File: config.mk
export PLATFORM = sky130hd
export DESIGN_NAME = instr_fetch
export DESIGN_NICKNAME = d
export VERILOG_FILES = /design/src/rtl/instr_fetch.sv
export SDC_FILE = /design/constraint.sdc
export NUM_CORES = 1
export LEC_CHECK = 0
export ABC_AREA = 1
export CAP_MARGIN = 10
export CORE_MARGIN = 4
export CORE_UTILIZATION = 45
export CTS_CLUSTER_SIZE = 14
export DETAILED_ROUTE_END_ITERATION = 7
export HOLD_SLACK_MARGIN = 0.08
export PLACE_DENSITY_LB_ADDON = 0.25
export SLEW_MARGIN = 5
export SYNTH_ARGS = -nofsm -noshare
export SYNTH_HDL_FRONTEND = slang
export SYNTH_SLANG_ARGS = --single-unit
File: constraint.sdc
create_clock -name clk -period 3.8 [get_ports clk]
set_clock_uncertainty 0.1 [all_clocks]
set_input_delay 0.76 -clock clk [delete_from_list [all_inputs] [get_ports clk]]
set_output_delay 0.76 -clock clk [all_outputs]
set_load 0.05 [all_outputs]
File: src/rtl/instr_fetch.sv
// Instruction fetch stage: owns the PC, addresses the combinational program
// memory, registers the returned instruction and issues it over valid/ready.
module instr_fetch #(
    parameter int ADDR_W     = 16,
    parameter int PROG_LEN   = 25,
    parameter int START_ADDR = 0
) (
    input  logic              clk,
    input  logic              rst,
    input  logic              start,
    output logic [ADDR_W-1:0] mem_addr,
    input  logic [15:0]       mem_fncode,
    input  logic [15:0]       mem_data,
    output logic              ins_valid,
    input  logic              ins_ready,
    output logic [15:0]       ins_fncode,
    output logic [15:0]       ins_data,
    output logic [ADDR_W-1:0] ins_pc,
    input  logic              redirect,
    input  logic [ADDR_W-1:0] redirect_pc,
    output logic              halted,
    output logic [15:0]       instr_count
);

    typedef enum logic [1:0] {
        IDLE  = 2'd0,
        FETCH = 2'd1,
        ISSUE = 2'd2,
        HALT  = 2'd3
    } state_t;

    localparam logic [ADDR_W-1:0] START_PC = ADDR_W'(START_ADDR);
    localparam logic [31:0]       LEN_W32  = 32'(PROG_LEN);

    state_t            state;
    state_t            state_next;
    logic [ADDR_W-1:0] pc;
    logic [ADDR_W-1:0] pc_next;
    logic              pc_in_range;
    logic              xfer;
    logic              load_ins;
    logic              valid_next;
    logic              halted_next;
    logic              count_inc;

    assign mem_addr    = pc;
    // Compare in 32 bits so the end-of-program check never sees a wrapped PC.
    assign pc_in_range = (32'(pc) < LEN_W32);
    assign xfer        = (state == ISSUE) && ins_valid && ins_ready;

    // State register.
    always_ff @(posedge clk or posedge rst) begin
        if (rst) begin
            state <= IDLE;
        end else begin
            state <= state_next;
        end
    end

    // Next-state decision.
    always_comb begin
        state_next = state;
        case (state)
            IDLE: begin
                if (start) state_next = FETCH;
                else       state_next = IDLE;
            end
            FETCH: begin
                if (pc_in_range) state_next = ISSUE;
                else             state_next = HALT;
            end
            ISSUE: begin
                if (xfer && redirect)  state_next = FETCH;
                else if (xfer && !pc_in_range) state_next = HALT;
                else                   state_next = ISSUE;
            end
            HALT:    state_next = HALT;
            default: state_next = IDLE;
        endcase
    end

    // Datapath controls: what the registered outputs and PC take next.
    always_comb begin
        load_ins    = 1'b0;
        pc_next     = pc;
        valid_next  = ins_valid;
        halted_next = halted;
        count_inc   = 1'b0;
        case (state)
            IDLE: begin
                valid_next = 1'b0;
            end
            FETCH: begin
                if (pc_in_range) begin
                    load_ins   = 1'b1;
                    pc_next    = pc + ADDR_W'(1);
                    valid_next = 1'b1;
                end else begin
                    valid_next  = 1'b0;
                    halted_next = 1'b1;
                end
            end
            ISSUE: begin
                if (xfer) begin
                    count_inc = 1'b1;
                    if (redirect) begin
                        pc_next    = redirect_pc;
                        valid_next = 1'b0;
                    end else if (pc_in_range) begin
                        load_ins   = 1'b1;
                        pc_next    = pc + ADDR_W'(1);
                        valid_next = 1'b1;
                    end else begin
                        valid_next  = 1'b0;
                        halted_next = 1'b1;
                    end
                end else begin
                    pc_next = pc;
                end
            end
            HALT: begin
                valid_next  = 1'b0;
                halted_next = 1'b1;
            end
            default: begin
                valid_next = 1'b0;
            end
        endcase
    end

    // PC, instruction register, status and transfer counter.
    always_ff @(posedge clk or posedge rst) begin
        if (rst) begin
            pc          <= START_PC;
            ins_valid   <= 1'b0;
            ins_fncode  <= 16'h0000;
            ins_data    <= 16'h0000;
            ins_pc      <= '0;
            halted      <= 1'b0;
            instr_count <= 16'h0000;
        end else begin
            pc        <= pc_next;
            ins_valid <= valid_next;
            halted    <= halted_next;
            if (load_ins) begin
                ins_fncode <= mem_fncode;
                ins_data   <= mem_data;
                ins_pc     <= pc;
            end
            if (count_inc && (instr_count != 16'hFFFF)) begin
                instr_count <= instr_count + 16'h0001;
            end
        end
    end

endmodule

======== After elaboration in Yosys (flattened, before gate mapping) ========
Index checks and enable logic that the tools add are counted.
storage, ports and cells
  register bits after elaboration ......... 84
  bits of input ports ..................... 53
  word-level logic and storage cells ...... 50
cells by class
  order comparisons ....................... 1
  eq/ne operators ......................... 6
  reductions and logical operators ........ 12
  mux-type cells .......................... 21
  add/subtract/negate cells ............... 2
operators with widths
  operator                                                                       count
  16-bit 2-to-1 mux                                                              3
  16-bit by 1-bit adder with 16-bit output, second input constant                2
  16-bit case mux with 2 select lines                                            1
  16-bit by 5-bit less-than comparator with 1-bit output, second input constant  1
  16-bit != test, second input constant                                          1
  1-bit 2-to-1 mux                                                               12
  2-bit case mux with 4 select lines                                             1
  1-bit case mux with 3 select lines                                             2
  1-bit logical AND                                                              5
  2-bit equality test, second input constant                                     2
  2-bit != test, second input constant                                           2
  3-bit AND reduction                                                            1
  3-bit nonzero test                                                             1
  2-bit by 1-bit equality test with 1-bit output, second input constant          1
  2-bit logical NOT                                                              1
  2-bit 2-to-1 mux                                                               1
  1-bit case mux with 2 select lines                                             1
  2-bit AND reduction                                                            1
  2-bit nonzero test                                                             1
  2-bit OR reduction                                                             1
  1-bit logical NOT                                                              1

======== Longest topological paths before layout ========
  word-level depth ........................ 7
  mapped depth ............................ 10
  gate-level depth less buffers ........... 10

======== Worst setup path before layout ========
Ideal clock, no wire load.
  path type ............................... register to register
  start point ............................. register instr_count[0]
  end point ............................... register instr_count[7]
  library setup time ...................... 120 ps
  data required time ...................... 3,580 ps
  stages on the path, launching flop included .. 10
  path slack .............................. 1,713 ps
  arrival time ............................ 1,866 ps
  buffers on the path ..................... 1
  path through ............................ dfrtp_1 -> ha_1 -> nand3_2 -> nor3_4 -> nand3_1 -> nand2_2 -> inv_2 -> buf_6 -> nand3b_1 -> nand2_1
on the way
  cells in the longest elaborated chain, start to end .. 2
RTL lines
  item                                                                              RTL line  text
  from (decl)                                                                       22        output logic [15:0] instr_count
  from (signal assigned)                                                            151       instr_count <= instr_count + 16'h0001;
  branches (longest 2 deep; another with 16-bit by 1-bit adder with 16-bit output)  -
Several ways; the timed one is not identified.
A chain may end at the register's enable or synchronous reset.

======== Final worst setup path ========
  start point ............................. input port ins_ready
  end point ............................... register ins_fncode[13]
on the way
  cells in the longest elaborated chain, start to end .. 3
RTL lines
  item                                RTL line  text
  from (decl)                         15        input logic ins_ready,
  1-bit logical AND                   49        assign xfer = (state == ISSUE) && ins_valid && ins_ready;
  1-bit 2-to-1 mux                    104       if (xfer) begin
  1-bit case mux with 2 select lines  89        case (state)
  to (signal assigned)                146       ins_fncode <= mem_fncode;
  to (decl)                           16        output logic [15:0] ins_fncode,
Every way passes these cells.

==> impl_metrics.env <==
export IMPL_ys_seq_elements=84
export IMPL_cts_htree_levels=3
export IMPL_hold_start="ins_data[14]"
export IMPL_cts_resized=0
export IMPL_setup_tns_ns=0
export IMPL_grt_util_all_layers=0.189
export IMPL_dieHeight_um=104
export IMPL_grt_pass1_wl_um=17000
export IMPL_yosysSeqAreaShare=0.507
export IMPL_viasPerCell=5.10
export IMPL_areaGrowthSynthToFinish_pct=36.7
export IMPL_post_route_period_util=0.685
export IMPL_grt_overflow=0
export IMPL_die_area_mm2=0.0108
export IMPL_finalHoldViolations=0
export IMPL_rows=34
export IMPL_tritoncts="yes"
export IMPL_dpl_cell_area_mm2=0.00549
export IMPL_max_freq_mhz=384
export IMPL_core_mm2=0.00885
export IMPL_ir_drop_mv=0.537
export IMPL_numPortBuffers=134
export IMPL_fin_util=0.640
export IMPL_max_cap_viol_count=0
export IMPL_status="complete, no violations"
export IMPL_pwr_share_comb=0.440
export IMPL_worstHoldPathCells=2
export IMPL_power_density_mw_per_mm2=536
export IMPL_power_total_w=0.00304
export IMPL_synth_area_mm2=0.00414
export IMPL_dr_pass1_iters=4
export IMPL_rr_endpoint="ins_fncode[13]"
export IMPL_postCtsSetupBuffers=0
export IMPL_start_util=0.468
export IMPL_avgSynthCellArea_um2=8.95
export IMPL_drive_gt1_frac=0.0923
export IMPL_rsz0062_at_grt="false"
export IMPL_cp_required_ns=3.94
export IMPL_ctsHoldBuffers=0
export IMPL_hpwl_um=7380
export IMPL_wl_per_cell_um=14.6
export IMPL_place_congestion=0.841
export IMPL_ys_warn_count=0
export IMPL_crit_type="input pin to register"
export IMPL_p_sw_frac=0.456
export IMPL_clk_latency_ns=0.35
export IMPL_reg2reg_setup_slack_ns=1.26
export IMPL_first_iter_violations=141
export IMPL_die_w_um=104
export IMPL_first_global_vias=3578
export IMPL_drt_wl_total_um=10300
export IMPL_cts_made_buffers=9
export IMPL_whs_endpoint="ins_data[14]"
export IMPL_setup_violations=0
export IMPL_min_path_type="register to register"
export IMPL_diodes=0
export IMPL_critPathLaunchType="input pin"
export IMPL_p_leak_nw=2.62
export IMPL_antenna_found_initial=0
export IMPL_ff2ff_path_depth=9
export IMPL_layout_nets=651
export IMPL_final_cell_area_mm2=0.00566
export IMPL_cts_buffer_depth=2
export IMPL_arrival_ns=2.74
export IMPL_p_switching_w=0.00139
export IMPL_cp_end_kind="register"
export IMPL_grt_max_degree=50
export IMPL_path_clk_slew_ns=0.08
export IMPL_period_needed_ns=2.60
export IMPL_final_max_slew_viol_count=0
export IMPL_synthCells=463
export IMPL_p_clk_frac=0.193
export IMPL_p_int_w=0.00165
export IMPL_syn_nets=523
export IMPL_ctsRootBufferMaster="clkbuf_8"
export IMPL_crit_chain="clkdlybuf4s50_1, nand3_1, inv_1, nand4_4, nand2_4, nand2_4, nand2_1, nand2_1"
export IMPL_slowest_stage="nand2_4"
export IMPL_power_frac_seq=0.367
export IMPL_drc=0
export IMPL_synth_distinct_cells=34
export IMPL_cts_sinks=84
export IMPL_worstMarginPinSlew_ns=0.665
export IMPL_postRouteAntennaNets=0
export IMPL_critical_path_max_stage_delay_ns=0.47
export IMPL_num_vias=3593
export IMPL_pin_count=135
export IMPL_cp_max_fo=49
export IMPL_r2r_start="state[0]"
export IMPL_maxSlewHeadroom=0.556
critical path, delay by kind of cell:
kind	cells	cell delay, ns
and+or+nand+nor	6	1.32
buffers and inverters	2	0.62
area by class of cell:
type	count	area, um^2
flip-flops and latches	84	2100
repair buffers	137	1380
clock inverters	6	48.8
inverters	34	129
multi-input cells	325	1740
well taps	108	135
fillers	760	3190
clock buffers	10	128
registers in the layout (all words and copies together) (netlist names):
register     cells
halted           1
ins_data        16
ins_fncode      16
ins_pc          16
ins_valid        1
instr_count     16
mem_addr        16
state            2
through the flow:
stage          cells  setup WS (ns)  hold WS (ns)
6_report         704           1.20         0.375
3_3_place_gp     688          0.869         0.353
5_1_grt          704           1.01         0.403
4_1_cts          704           1.19         0.378
2_1_floorplan    463          0.775         0.405
3_5_place_dp     688          0.788         0.358
metal layers:
layer / GRT usage / share of wire
met1: 0.244 / 0.45
met2: 0.315 / 0.49
met3: 0.0391 / 0.052
met4: 0.0693 / 0.016
met5: 0 / 0
placed cells by master (no fill, tap or decap), types with 3 or more instances in the layout:
cell / n
o21ai_0: 23
clkdlybuf4s50_1: 134
nor2_1: 30
xor2_1: 7
nand3_1: 36
clkinvlp_4: 3
clkbuf_8: 9
nand4_1: 4
nand3_2: 22
inv_1: 28
clkinv_1: 3
a21oi_1: 9
o22ai_1: 3
nand2_1: 144
a21boi_0: 12
nor3_1: 7
ha_1: 6
xnor2_1: 6
dfrtp_1: 84
power by group through the flow:
stage                     Sequential, W  Combinational [W]  Clock (W)
after floorplan                 0.00141           0.000654          0
after global placement          0.00113            0.00131          0
after detailed placement        0.00113            0.00134          0
after CTS                       0.00112            0.00135   0.000600
after global routing            0.00114            0.00146   0.000640
final                           0.00112            0.00134   0.000585
kinds of logic after synthesis:
group	after synthesis	share of synthesized area
AND/OR/NAND/NOR	251	0.292
XOR/XNOR	13	0.0275
adder cells (fa/ha/maj)	7	0.0211
AO/OA/AOI/OAI	52	0.0746
buffers and inverters	54	0.0722
multiplexers	2	0.00513
flip-flops	84	0.507
synth_stat cells (all sizes together):
library cell / number / area, um^2
o21ai: 25 / 133
dfrtp: 84 / 2100
nand2: 147 / 569
inv: 31 / 116
xnor2: 6 / 52.6
clkbuf: 5 / 18.8
nand3: 58 / 400
xor2: 7 / 61.3
a21oi: 10 / 53.8
a31oi: 1 / 6.26
mux2: 1 / 11.3
buf: 15 / 153
nand3b: 1 / 7.51
ha: 7 / 87.6
nor3: 8 / 51.3
clkinv: 3 / 11.3
o22ai: 3 / 18.8
nand4: 5 / 46.3
mux2i: 1 / 10.0
a21boi: 12 / 90.1
nor2: 32 / 135
o21bai: 1 / 7.51
worst max-delay path by stage:
stage	start	to
global placement	ins_ready	ins_data[15]
floorplan	rst	halted
CTS	ins_ready	ins_fncode[13]
finish	ins_ready	ins_fncode[13]
global route	state[0]	ins_fncode[10]
detailed placement	ins_ready	ins_fncode[9]
No activity file was read; power rests on OpenSTA's default activity.
